**src/rtl/cga_mic_pkg.sv**
```systemverilog
// Shared constants for the CGA/MIC microsequencer blocks: default loop-counter width and
// the save-stack operation encoding.
package cga_mic_pkg;

    localparam int unsigned CGA_MIC_LOOPCNT_W = 4;

    localparam logic [1:0] STK_NONE = 2'd0;
    localparam logic [1:0] STK_PUSH = 2'd1;
    localparam logic [1:0] STK_POP  = 2'd2;
    localparam logic [1:0] STK_XCHG = 2'd3;

    // PUSH together with POP means exchange the count with the stack top.
    function automatic logic [1:0] stk_op_enc(input logic push, input logic pop);
        logic [1:0] op;
        if (push && pop) begin
            op = STK_XCHG;
        end else if (pop) begin
            op = STK_POP;
        end else if (push) begin
            op = STK_PUSH;
        end else begin
            op = STK_NONE;
        end
        return op;
    endfunction

endpackage

```
**src/rtl/cga_mic_lifo.sv**
```systemverilog
// DEPTH x WIDTH register save-stack for nested microcode loops: push, pop and exchange with
// full/empty decode and a sticky misuse flag.
module cga_mic_lifo
    import cga_mic_pkg::*;
#(
    parameter int unsigned WIDTH = CGA_MIC_LOOPCNT_W,
    parameter int unsigned DEPTH = 4
) (
    input  logic             i_clk,
    input  logic             i_rst,
    input  logic [1:0]       i_op,
    input  logic [WIDTH-1:0] i_din,
    input  logic             i_clr_err,
    output logic [WIDTH-1:0] o_top,
    output logic             o_pop_ok,
    output logic             o_empty,
    output logic             o_full,
    output logic             o_err
);

    localparam int unsigned    SPW    = $clog2(DEPTH + 1);
    localparam logic [SPW-1:0] SP_MAX = SPW'(DEPTH);
    localparam logic [SPW-1:0] SP_ONE = SPW'(1);

    logic [WIDTH-1:0] r_stack [DEPTH];
    logic [SPW-1:0]   r_sp;
    logic             r_err;
    logic [SPW-1:0]   w_sp_nxt;
    logic [SPW-1:0]   w_wr_idx;
    logic             w_wr_en;
    logic             w_err_set;

    assign o_empty = (r_sp == '0);
    assign o_full  = (r_sp == SP_MAX);
    assign o_err   = r_err;

    always_comb begin
        w_sp_nxt  = r_sp;
        w_wr_idx  = r_sp;
        w_wr_en   = 1'b0;
        w_err_set = 1'b0;
        o_pop_ok  = 1'b0;
        unique case (i_op)
            STK_PUSH: begin
                if (!o_full) begin
                    w_wr_en  = 1'b1;
                    w_sp_nxt = r_sp + SP_ONE;
                end else begin
                    w_err_set = 1'b1;
                end
            end
            STK_POP: begin
                if (!o_empty) begin
                    o_pop_ok = 1'b1;
                    w_sp_nxt = r_sp - SP_ONE;
                end else begin
                    w_err_set = 1'b1;
                end
            end
            STK_XCHG: begin
                if (!o_empty) begin
                    o_pop_ok = 1'b1;
                    w_wr_en  = 1'b1;
                    w_wr_idx = r_sp - SP_ONE;
                end else begin
                    w_err_set = 1'b1;
                end
            end
            default: ;
        endcase
    end

    // Top read is decoded against sp so an empty stack never exposes uninitialised storage.
    always_comb begin
        o_top = '0;
        for (int i = 0; i < int'(DEPTH); i++) begin
            if (r_sp == SPW'(i + 1)) begin
                o_top = r_stack[i];
            end
        end
    end

    always_ff @(posedge i_clk) begin
        if (i_rst) begin
            r_sp  <= '0;
            r_err <= 1'b0;
        end else begin
            r_sp <= w_sp_nxt;
            if (w_err_set) begin
                r_err <= 1'b1;
            end else if (i_clr_err) begin
                r_err <= 1'b0;
            end
        end
    end

    always_ff @(posedge i_clk) begin
        for (int i = 0; i < int'(DEPTH); i++) begin
            if (!i_rst && w_wr_en && (w_wr_idx == SPW'(i))) begin
                r_stack[i] <= i_din;
            end
        end
    end

endmodule

```
**src/rtl/cga_mic_loopcnt.sv**
```systemverilog
// Microsequencer loop counter: loadable up/down counter with wrap or saturate, terminal-count
// and zero flags, and a save-stack for nested loops.
module cga_mic_loopcnt
    import cga_mic_pkg::*;
#(
    parameter int unsigned WIDTH    = CGA_MIC_LOOPCNT_W,
    parameter int unsigned DEPTH    = 4,
    parameter int unsigned SATURATE = 0
) (
    input  logic             i_mclk,
    input  logic             i_mr,
    input  logic [WIDTH-1:0] i_cd,
    input  logic             i_lwcan,
    input  logic             i_ec,
    input  logic             i_up,
    input  logic             i_push,
    input  logic             i_pop,
    input  logic             i_clrerr,
    output logic [WIDTH-1:0] o_cswan,
    output logic             o_zero,
    output logic             o_tc,
    output logic             o_sempty,
    output logic             o_sfull,
    output logic             o_serr
);

    localparam logic [WIDTH-1:0] ONE = WIDTH'(1);

    logic [WIDTH-1:0] r_count;
    logic [WIDTH-1:0] w_count_nxt;
    logic [WIDTH-1:0] w_top;
    logic             w_pop_ok;
    logic             w_at_term;

    cga_mic_lifo #(
        .WIDTH (WIDTH),
        .DEPTH (DEPTH)
    ) u_lifo (
        .i_clk     (i_mclk),
        .i_rst     (i_mr),
        .i_op      (stk_op_enc(i_push, i_pop)),
        .i_din     (r_count),
        .i_clr_err (i_clrerr),
        .o_top     (w_top),
        .o_pop_ok  (w_pop_ok),
        .o_empty   (o_sempty),
        .o_full    (o_sfull),
        .o_err     (o_serr)
    );

    assign w_at_term = i_up ? (r_count == '1) : (r_count == '0);

    assign o_cswan = ~r_count;
    assign o_zero  = (r_count == '0);
    assign o_tc    = i_ec & w_at_term;

    // Restore from the stack outranks load, which outranks stepping.
    always_comb begin
        w_count_nxt = r_count;
        if (w_pop_ok) begin
            w_count_nxt = w_top;
        end else if (!i_lwcan) begin
            w_count_nxt = i_cd;
        end else if (i_ec) begin
            if ((SATURATE != 0) && w_at_term) begin
                w_count_nxt = r_count;
            end else if (i_up) begin
                w_count_nxt = r_count + ONE;
            end else begin
                w_count_nxt = r_count - ONE;
            end
        end
    end

    always_ff @(posedge i_mclk) begin
        if (i_mr) begin
            r_count <= '0;
        end else begin
            r_count <= w_count_nxt;
        end
    end

endmodule

```
**config.mk**
```make
export PLATFORM = sky130hd
export DESIGN_NAME = cga_mic_loopcnt
export DESIGN_NICKNAME = d
export VERILOG_FILES = /design/src/rtl/cga_mic_pkg.sv /design/src/rtl/cga_mic_lifo.sv /design/src/rtl/cga_mic_loopcnt.sv
export SDC_FILE = /design/constraint.sdc
export NUM_CORES = 1
export LEC_CHECK = 0
export BUFFER_PORTS_ARGS = -buffer_cell sky130_fd_sc_hd__buf_4
export CELL_PAD_IN_SITES_DETAIL_PLACEMENT = 1
export CELL_PAD_IN_SITES_GLOBAL_PLACEMENT = 2
export CORE_UTILIZATION = 36
export DETAILED_ROUTE_END_ITERATION = 10
export GPL_TIMING_DRIVEN = 0
export MAX_ROUTING_LAYER = met4
export PLACE_DENSITY_LB_ADDON = 0.1
export SLEW_MARGIN = 20
export SYNTH_ARGS = -nofsm -noshare
export SYNTH_HDL_FRONTEND = slang
export SYNTH_SLANG_ARGS = --single-unit
```
**constraint.sdc**
```tcl
create_clock -name i_mclk -period 2.89 [get_ports i_mclk]
set_clock_uncertainty 0.2 [all_clocks]
set_input_delay 0.578 -clock i_mclk [delete_from_list [all_inputs] [get_ports i_mclk]]
set_output_delay 0.578 -clock i_mclk [all_outputs]
set_load 0.02 [all_outputs]
```
### Yosys cells after proc, flatten, opt, wreduce, memory -nomap -nowiden

Memory sizes are Yosys's and may differ from the RTL's.
Cells that the tools add are included.
W data, S select, Z words.

| word-level totals | value |
|---|---|
| ROM bits | 0 |
| latch bits | 0 |
| bits in registers | 8 |
| input bits | 12 |
| memories | 1 |
| bits in writable memories | 16 |

Memory list:

| memory | words | width | read ports | clocked after Yosys merged registers in | wr ports | RTL line | source |
|---|---|---|---|---|---|---|---|
| u_lifo.r_stack | 4 | 4 | 4 | 0 | 1 | cga_mic_lifo.sv:25 | `logic [WIDTH-1:0] r_stack [DEPTH];` |

| operators by class | value |
|---|---|
| reductions and logical operators | 17 |
| multipliers | 0 |
| bitwise operators | 2 |
| magnitude comparators | 0 |
| div/mod/pow operators | 0 |
| add/subtract/negate cells | 4 |
| equality and inequality tests | 13 |
| shift operators | 0 |
| multiplexer cells | 42 |

Operators with widths:

| operator | number |
|---|---|
| $mux W4 | 11 |
| $mux W1 | 20 |
| $eq A3 B2 Y1 const B | 4 |
| $reduce_or A4 Y1 | 3 |
| $mux W2 | 5 |
| $mux W3 | 3 |
| $eq A3 B1 Y1 const B | 2 |
| $logic_and A1 B1 Y1 | 6 |
| $logic_not A3 Y1 | 2 |
| $pmux W3 S2 | 1 |
| $add A4 B1 Y4 const B | 1 |
| $eq A2 B2 Y1 const B | 2 |
| $eq A4 B4 Y1 const B | 1 |
| $logic_not A4 Y1 | 1 |
| $not A4 Y4 | 1 |
| $pmux W1 S2 | 2 |
| $reduce_bool A2 Y1 | 2 |
| $sub A4 B1 Y4 const B | 1 |
| $add A3 B1 Y3 const B | 1 |
| $eq A3 B3 Y1 const B | 1 |
| $ne A3 B1 Y1 const B | 1 |
| $sub A3 B1 Y3 const B | 1 |
| $eq A2 B1 Y1 const B | 1 |
| $ne A2 B2 Y1 const B | 1 |
| other kinds (4) | 4 |

### Logic depth before layout (Yosys ltp)

Gate-level depths: netlist (run 1).

| logic depth | value |
|---|---|
| depth in word-level cells | 13 |
| mapped depth | 7 |

### Cells and area by module

From an unflattened synthesis (run 1), not the netlist that was laid out.

| unflattened totals | value |
|---|---|
| cells, all modules | 152 |
| area, all modules | 1,485.2 um^2 |

By module, submodules not included:

| module | instances | area each (um^2) | cells an instance | seq. area each (um^2) |
|---|---|---|---|---|
| cga_mic_lifo | 1 | 1,094.8 | 103 | 560.5 |
| cga_mic_loopcnt | 1 | 390.4 | 49 | 80.1 |

### Worst setup path after synthesis (run 1)

No wires, ideal clock.

| timing | value |
|---|---|
| path kind | register to output |
| from | reg r_count[1] |
| to | out o_tc |
| path slack | 0.318 ns |
| data arrival time | 1.794 ns |
| stages on the path, launching flop included | 4 |
| cell sequence | dfxtp_1 nor4_1 nand2_1 a21boi_0 |

| between the ends | value |
|---|---|
| longest elaborated chain between the ends | 3 |
| elaborated cells between the ends (all ways) | 4 |

RTL lines:

| what | RTL line | source |
|---|---|---|
| start, declared | cga_mic_loopcnt.sv:29 | `logic [WIDTH-1:0] r_count;` |
| start signal, assigned | cga_mic_loopcnt.sv:79 | `r_count <= w_count_nxt;` |
| $logic_not A4 Y1 | - |  |
| net o_zero | cga_mic_loopcnt.sv:20 | `output logic o_zero,` |
| $mux W1 | cga_mic_loopcnt.sv:51 | `assign w_at_term = i_up ? (r_count == '1) : (r_count == '0);` |
| $and A1 B1 Y1 | cga_mic_loopcnt.sv:55 | `assign o_tc = i_ec & w_at_term;` |
| end, declared | cga_mic_loopcnt.sv:21 | `output logic o_tc,` |

The timed path passes the listed nets, and every way through them passes these cells.

### Worst setup path after layout (run 1)

| timing | value |
|---|---|
| from | reg u_lifo.r_sp[0] |
| to | mem u_lifo.r_stack[2][2] in the netlist's numbering (enable) |

| between the ends | value |
|---|---|
| longest elaborated chain between the ends | 11 |
| elaborated cells between the ends (all ways) | 34 |

RTL lines:

| what | RTL line | source |
|---|---|---|
| start, declared | cga_mic_lifo.sv:26 | `logic [SPW-1:0] r_sp;` |
| start signal, assigned | cga_mic_lifo.sv:88 | `r_sp <= w_sp_nxt;` |
| $sub A3 B1 Y3, or another cell as far along | cga_mic_lifo.sv:64 | `w_wr_idx = r_sp - SP_ONE;` |
| $mux W3, or another cell as far along | cga_mic_lifo.sv:61 | `if (!o_empty) begin` |
| $mux W3 / $pmux W1 S2 (equally long branches) | cga_mic_lifo.sv:43 | `unique case (i_op)` |
| $eq A3 B1 Y1 / $logic_and A1 B1 Y1 (equally long branches) | cga_mic_lifo.sv:99 | `if (!i_rst && w_wr_en && (w_wr_idx == SPW'(i))) begin` |
| $logic_and A1 B1 Y1 | cga_mic_lifo.sv:99 |  |
| $mux W1 | cga_mic_lifo.sv:99 |  |
| $mux W1 (not written as such) | cga_mic_lifo.sv:100 | `r_stack[i] <= i_din;` |
| $reduce_or A4 Y1 (no source line) | - |  |
| $mux W2 (no source line) / $mux W1 (equally long branches) (3 in a row) | - |  |
| end, declared | cga_mic_lifo.sv:25 |  |

Parallel ways exist; a longest one is shown, timed or not.

==> results of run 1 <==
## routing by layer
layer | wire length (µm) | part of all wire [%] | GRT usage [%]
met4 | 36 | 1.0 | 5.83
met3 | 87 | 2.5 | 2.11
met1 | 1620 | 47 | 24.7
met5 | 0 | 0 | -
met2 | 1710 | 49 | 31.9
## path summary, 6_finish.rpt
check / cells past startpoint / from / slack [ns] / endpoint
max: 6 / u_lifo.r_sp[0] / 0.14 / u_lifo.r_stack[2][2]
min: 2 / u_lifo.r_stack[3][2] / 0.36 / r_count[2]
max reg2reg: 6 / u_lifo.r_sp[0] / 0.14 / u_lifo.r_stack[2][2]
min reg2reg: 2 / u_lifo.r_stack[3][2] / 0.36 / r_count[2]
## repair_timing
item / in CTS / in global routing
gates resized for setup: 0 / 2
buffers inserted: 0 / 0
endpoints found under the setup margin: 0 / 8
## registers in the layout, summed over array words and instances, names as in the netlist
register / count
r_count: 4
u_lifo.o_err: 1
u_lifo.r_sp: 3
u_lifo.r_stack: 16
## cells by family after synthesis
| kind of cell | share of synthesized area (%) |
|---|---|
| flip-flops | 45.2 |
| buffers and inverters | 5.03 |
| adder cells (fa/ha/maj) | 8.47 |
| AND/OR/NAND/NOR | 16.6 |
| multiplexers | 2.21 |
| XOR/XNOR | 2.47 |
| AO/OA/AOI/OAI | 20.0 |
## cells in the mapped netlist, drive strengths merged, types with 2 or more instances
master,number
a221oi,4
a21oi,10
nand3b,2
a31oi,2
and2,2
nor3,2
ha,8
nand2b,3
o32ai,2
inv,12
dfxtp,8
nand3,11
o2111ai,2
buf,3
xnor2,3
a221o,2
nand2,2
nor2b,4
clkbuf,2
or2b,2
nor2,8
mux2i,2
or3,2
o21ai,4
edfxtp,16
## report_power, final
group	internal (mW)	switching, mW
clock	0.185	0.117
combinational	0.133	0.177
sequential	0.397	0.0396
total	0.716	0.334
## area by class of cell
cell class                      instances  share of cell area, %
Buffer                                  5                   1.55
Clock buffer                            3                   2.44
Clock inverter                          1                   1.78
Inverter                               12                   2.66
Multi-Input combinational cell         93                   42.2
Sequential cell                        24                   37.9
Tap cell                               48                   3.55
Timing Repair Buffer                   18                   7.99
## metrics by stage
stage	cells	total power [mW]	setup TNS [ns]	utilization [%]	instance area (µm²)
CTS	204	1.05	0	45.3	1680
finish	204	1.05	0	45.5	1690
global placement	200	0.742	0	43.4	1610
detailed placement	200	0.754	0	43.4	1610
global route	204	1.11	-0.227	45.5	1690
floorplan	134	0.645	0	-	1420
## worst max-delay path, cell delays in order (launching register included)
cell                      delay [ns]
sky130_fd_sc_hd__dfxtp_1        0.53
sky130_fd_sc_hd__inv_1          0.22
sky130_fd_sc_hd__ha_1           0.36
sky130_fd_sc_hd__or2b_4         0.30
sky130_fd_sc_hd__nand3_2        0.15
sky130_fd_sc_hd__or3_1          0.38
sky130_fd_sc_hd__a21oi_2        0.28
==> impl_summary.log, run 1 <==
INFO  metric floorplan.die_area = 0.00419 mm²
INFO  metric ys_ff_latch = 24
INFO  metric layout_cell_share_with_drive_strength_beyond_1 = 25.6%
INFO  metric postSynthNetCount = 155
INFO  metric postSynth.topFlopCell = sky130_fd_sc_hd__edfxtp_1
INFO  metric core = 0.00372 mm²
INFO  metric layout_common_cells = sky130_fd_sc_hd__buf_4, sky130_fd_sc_hd__edfxtp_1, sky130_fd_sc_hd__inv_1, sky130_fd_sc_hd__nand3_1
INFO  metric area.growth.synth_to_final = 19.3%
INFO  metric detailedPlace.worstSlack = 0.0935 ns
INFO  metric holdBufCountCts = 0
INFO  metric dr_total_vias = 1,112
INFO  metric grt_pass1_vias = 1,209
INFO  metric netlist-cell-type-count = 46
INFO  metric antenna_found_initial = 0
INFO  metric leakage_power_summed_over_all_cells = 0.633 nW
INFO  metric gpl.final_weighted_congestion = 0.713
INFO  metric num-fill-cells = 422
INFO  metric postSynthCellCount = 134
INFO  metric type_of_element_launching_the_critical_path = register
INFO  metric worst-setup-path-type = register to register
INFO  metric fin_nets = 178
INFO  metric synth_edf_count = 16
INFO  metric syn_area_per_cell = 10.6 µm²
INFO  metric fmaxAchievable = 364 MHz
INFO  metric total_wire_length = 3.46 mm
INFO  metric ant_nets = 0
INFO  metric area_taken_by_multi_input_logic_gates = 713 µm²
INFO  metric area_contributors_post_synth = sky130_fd_sc_hd__edfxtp_1, sky130_fd_sc_hd__dfxtp_1, sky130_fd_sc_hd__ha_1
INFO  metric power.ir.vdd_worst = 0.222 mV
INFO  metric yosysWarnings = 0
INFO  metric floorplan.initialDensity = 38.1%
INFO  metric crit_path_max_fanout = 9
INFO  metric drt_iter0_drc = 45
INFO  metric timing.critical_path.to_type = register
INFO  metric finalMaxSlewViolations = 0
INFO  metric die_height = 64.8 µm
INFO  metric drt_drc_violations_left = 0
INFO  metric worstPathRequired = 2.65 ns
INFO  metric synth.yosys.seq_area_share = 45.2%
INFO  metric final_worst_path_period_need = 2.75 ns
INFO  metric max-clock-path-buffers = 2
INFO  metric clkLatencyLatePin = 0.27 ns
INFO  metric post_route_clock_period_utilization = 95.1%
INFO  metric detail_route.vias_per_cell = 5.45
INFO  metric status = complete, no violations
INFO  metric arrival = 2.50 ns
INFO  metric cts.htree.levels = 1
INFO  metric die_outline_width = 64.8 µm
INFO  metric antenna-diode-count = 0
INFO  metric detail_route.first_pass.iterations = 4
INFO  metric p_per_area = 620 mW/mm²
INFO  metric synth_largest_area_cell = sky130_fd_sc_hd__edfxtp_1
INFO  metric routed_wire_length_per_instance = 16.9 µm
INFO  metric timing.max_cap.violations = 0
INFO  metric worst_hold_slack = 0.364 ns
INFO  metric num_io_pins = 21
INFO  metric total_cts_buffers = 3
INFO  metric sequential_cell_area = 641 µm²
INFO  metric worst_setup_slack_after_layout = 0.142 ns
INFO  metric pin_count_of_the_biggest_net_entering_global_routing = 15
INFO  metric row_cnt = 22
INFO  metric ys_async_sr_fraction = 0%
INFO  metric relSlewSlack = 66.0%
INFO  metric layout.cells.most_common = sky130_fd_sc_hd__buf_4
INFO  metric dp.final_hpwl = 2.56 mm
INFO  metric max_slew.worst_pin.slew = 0.510 ns
INFO  metric track_usage = 19.3%
INFO  metric cts_tree = yes
INFO  metric min-delay-path-class = register to register
INFO  metric clock_sinks = 24
INFO  metric clockRootBuffer = sky130_fd_sc_hd__clkbuf_8
INFO  metric grt.overflow.total = 0
INFO  metric timing_hold_violations_final = 0
INFO  metric grt_first_pass_wirelength = 5.92 mm
INFO  metric synth_top_area_share = 33.9%
INFO  metric final_setup_violating_endpoints = 0
INFO  metric path_clk_slew = 0.10 ns
INFO  metric post_synth_instance_area = 0.00142 mm²
INFO  metric io_buffer_count = 18
Note: power is estimated with default switching activity, not from simulation.
==> run 2, diff against run 1 <==
--- a/config.mk
+++ b/config.mk
@@ -10,7 +10,6 @@
 export CELL_PAD_IN_SITES_GLOBAL_PLACEMENT = 2
 export CORE_UTILIZATION = 36
 export DETAILED_ROUTE_END_ITERATION = 10
-export GPL_TIMING_DRIVEN = 0
 export MAX_ROUTING_LAYER = met4
 export PLACE_DENSITY_LB_ADDON = 0.1
 export SLEW_MARGIN = 20
==> run 2 against run 1 <==
Cell count fell by 0.98%. Critical path depth did not move. Die area did not move. Clock-buffer cell count did not move. Sequential share of layout area rose by 0.25 points. Via count rose by 0.90%. Clock power fell by 5%. Combinational power rose by 2%. Sequential power barely moved. Register-to-register slack improved by 0.08 ns. Largest power group unchanged.
==> impl_summary.log, run 2 (synthesized netlist as in run 1, its figures left out) <==
INFO  metric crit_path_cell_trace = inv_1 -> ha_1 -> or2b_4 -> nand3_2 -> or3_1 -> a21oi_1
INFO  metric type_of_element_launching_the_critical_path = register
INFO  metric arrival = 2.39 ns (-0.11 ns)
INFO  metric io_buffer_count = 20 (+2)
INFO  metric grt_first_pass_wirelength = 5.98 mm (+1.0%)
INFO  metric clkLatencyLatePin = 0.26 ns (about the same)
INFO  metric reg.largest.list = u_lifo.r_stack (16), r_count (4), u_lifo.r_sp (3)
INFO  metric p_per_area = 619 mW/mm² (-0.14%)
INFO  metric status = complete, no violations
INFO  metric rsz0062_at_grt = false
INFO  metric drt_drc_violations_left = 0 (unchanged)
INFO  metric routed_wire_length_per_instance = 17.8 µm (+4.8%)
INFO  metric r2r_cell_count = 6 (unchanged)
INFO  metric num_io_pins = 21 (unchanged)
INFO  metric cts_resized = 0 (unchanged)
INFO  metric final_setup_violating_endpoints = 0 (unchanged)
INFO  metric critical_path.slowest_cell = sky130_fd_sc_hd__dfxtp_1
INFO  metric total_wire_length = 3.59 mm (+3.8%)
INFO  metric max_slew.worst_pin.slew = 0.442 ns (-0.0672 ns)
INFO  metric dr_total_vias = 1,122 (+0.90%)
INFO  metric area.growth.synth_to_final = 18.5%
INFO  metric timing.max_cap.violations = 0 (unchanged)
INFO  metric total_cts_buffers = 3 (unchanged)
INFO  metric largest_register_ff_count = 16 (unchanged)
INFO  metric min-delay-path-class = register to register
INFO  metric grt_pass1_vias = 1,197 (-0.99%)
INFO  metric cts_tree = yes
INFO  metric holdBufCountCts = 0 (unchanged)
INFO  metric worstPathRequired = 2.61 ns (-0.04 ns)
INFO  metric largest_stage_delay_on_the_critical_path = 0.53 ns (about the same)
INFO  metric post_layout_nonfiller_instances = 202 (-0.98%)
INFO  metric placedInstanceArea = 0.00161 mm² (-0.23%)
INFO  metric drt_iter0_drc = 25 (-44%)
INFO  metric final_worst_path_period_need = 2.67 ns (-0.0773 ns)
INFO  metric post_route_clock_period_utilization = 92.4% (-2.7 points)
INFO  metric cts_setup_buffers = 0 (unchanged)
INFO  metric worst_setup_slack_after_layout = 0.220 ns (+0.0773 ns)
INFO  metric layout.cells.most_common = sky130_fd_sc_hd__buf_4
INFO  metric finalMaxSlewViolations = 0 (unchanged)
INFO  metric antenna-diode-count = 0 (unchanged)
INFO  metric post-place-cells = 198 (-1.0%)
INFO  metric max-clock-path-buffers = 2 (unchanged)
INFO  metric ant_nets = 0 (unchanged)
INFO  metric setup_tns = 0 ns (unchanged)
INFO  metric fmaxAchievable = 374 MHz (+2.9%)
INFO  metric die_height = 64.8 µm (unchanged)
INFO  metric timing_hold_violations_final = 0 (unchanged)
INFO  metric relSlewSlack = 70.5% (+4.5 points)
INFO  metric floorplan.die_area = 0.00419 mm² (unchanged)
INFO  metric cts.htree.levels = 1 (unchanged)
INFO  metric core = 0.00372 mm² (unchanged)
INFO  metric dp.final_hpwl = 2.69 mm (+4.8%)
INFO  metric antenna_found_initial = 0 (unchanged)
INFO  metric layout_common_cells = sky130_fd_sc_hd__buf_4, sky130_fd_sc_hd__edfxtp_1, sky130_fd_sc_hd__inv_1, sky130_fd_sc_hd__nand3_1, sky130_fd_sc_hd__a21oi_1
INFO  metric track_usage = 19.9% (+0.64 points)
INFO  metric row_cnt = 22 (unchanged)
INFO  metric worst_hold_slack = 0.343 ns (-0.0210 ns)
INFO  metric floorplan.initialDensity = 38.1% (unchanged)
INFO  metric grt.overflow.total = 0 (unchanged)
INFO  metric power.ir.vdd_worst = 0.212 mV (-4.7%)
INFO  metric fin_nets = 176 (-1.1%)
INFO  metric detailedPlace.worstSlack = 0.267 ns (+0.173 ns)
INFO  metric gpl.final_weighted_congestion = 0.758 (+6.3%)
INFO  metric pin_count_of_the_biggest_net_entering_global_routing = 19 (+4)
INFO  metric leakage_power_summed_over_all_cells = 0.629 nW (-0.56%)
INFO  metric layout_cell_share_with_drive_strength_beyond_1 = 24.0% (-1.6 points)
INFO  metric holdPathStages = 2 (unchanged)
INFO  metric top_register = u_lifo.r_stack
INFO  metric timing.critical_path.to_type = register
INFO  metric die_outline_width = 64.8 µm (unchanged)
INFO  metric worst-setup-path-type = register to register
INFO  metric path_clk_slew = 0.08 ns (-0.02 ns)
INFO  metric detail_route.vias_per_cell = 5.55 (+1.9%)
INFO  metric clock_sinks = 24 (unchanged)
INFO  metric crit_path_max_fanout = 9 (unchanged)
INFO  metric detail_route.first_pass.iterations = 4 (unchanged)
INFO  metric clockRootBuffer = sky130_fd_sc_hd__clkbuf_8
INFO  metric final_area = 0.00168 mm² (-0.67%)
## run 2: cell types whose count changed in the layout (fill, tap and decap cells not counted)
cell,change
sky130_fd_sc_hd__buf_4,+3
sky130_fd_sc_hd__a21oi_1,+2
sky130_fd_sc_hd__a21oi_2,-2
sky130_fd_sc_hd__clkbuf_4,-1
sky130_fd_sc_hd__buf_2,-3
sky130_fd_sc_hd__clkbuf_1,-1
## run 2: where the power goes
group	switching (mW)	internal, mW
clock	0.101	0.185
sequential	0.0422	0.397
combinational	0.180	0.135
total	0.324	0.717
## run 2: final timing paths
kind / from / endpoint / slack (ns)
max: u_lifo.r_sp[0] / u_lifo.r_stack[3][0] / 0.22
min reg2reg: u_lifo.r_stack[3][2] / r_count[2] / 0.34
max reg2reg: u_lifo.r_sp[0] / u_lifo.r_stack[3][0] / 0.22
min: u_lifo.r_stack[3][2] / r_count[2] / 0.34
## run 2: final cells by class
type,count,area (µm²)
fillers,423,2040
repair buffers,21,158
well taps,48,60.1
multi-input cells,93,706
clock inverters,1,30.0
clock buffers,3,41.3
inverters,12,45.0
flip-flops and latches,24,641
## run 2: worst max-delay path: cells and delay by family, from the launching register on
family / cells / cell delay, ns
buf+inv: 1 / 0.21
flops: 1 / 0.53
fa+ha+maj: 1 / 0.26
compound gates: 1 / 0.39
simple gates: 3 / 0.73
## run 2: routing by layer
metal	share of wire (%)	vias to the layer above	track usage, %
met5	0	-	-
met4	0.59	0	6.67
met3	1.3	2	2.11
met2	52	11	33.9
met1	46	567	24.5
li1	-	542	-
## run 2: per-stage QoR
stage          power, mW  util (%)
3_5_place_dp       0.758      43.3
4_1_cts             1.05      45.2
6_report            1.04      45.2
2_1_floorplan      0.645         -
3_3_place_gp       0.753      43.3
5_1_grt             1.10      45.2
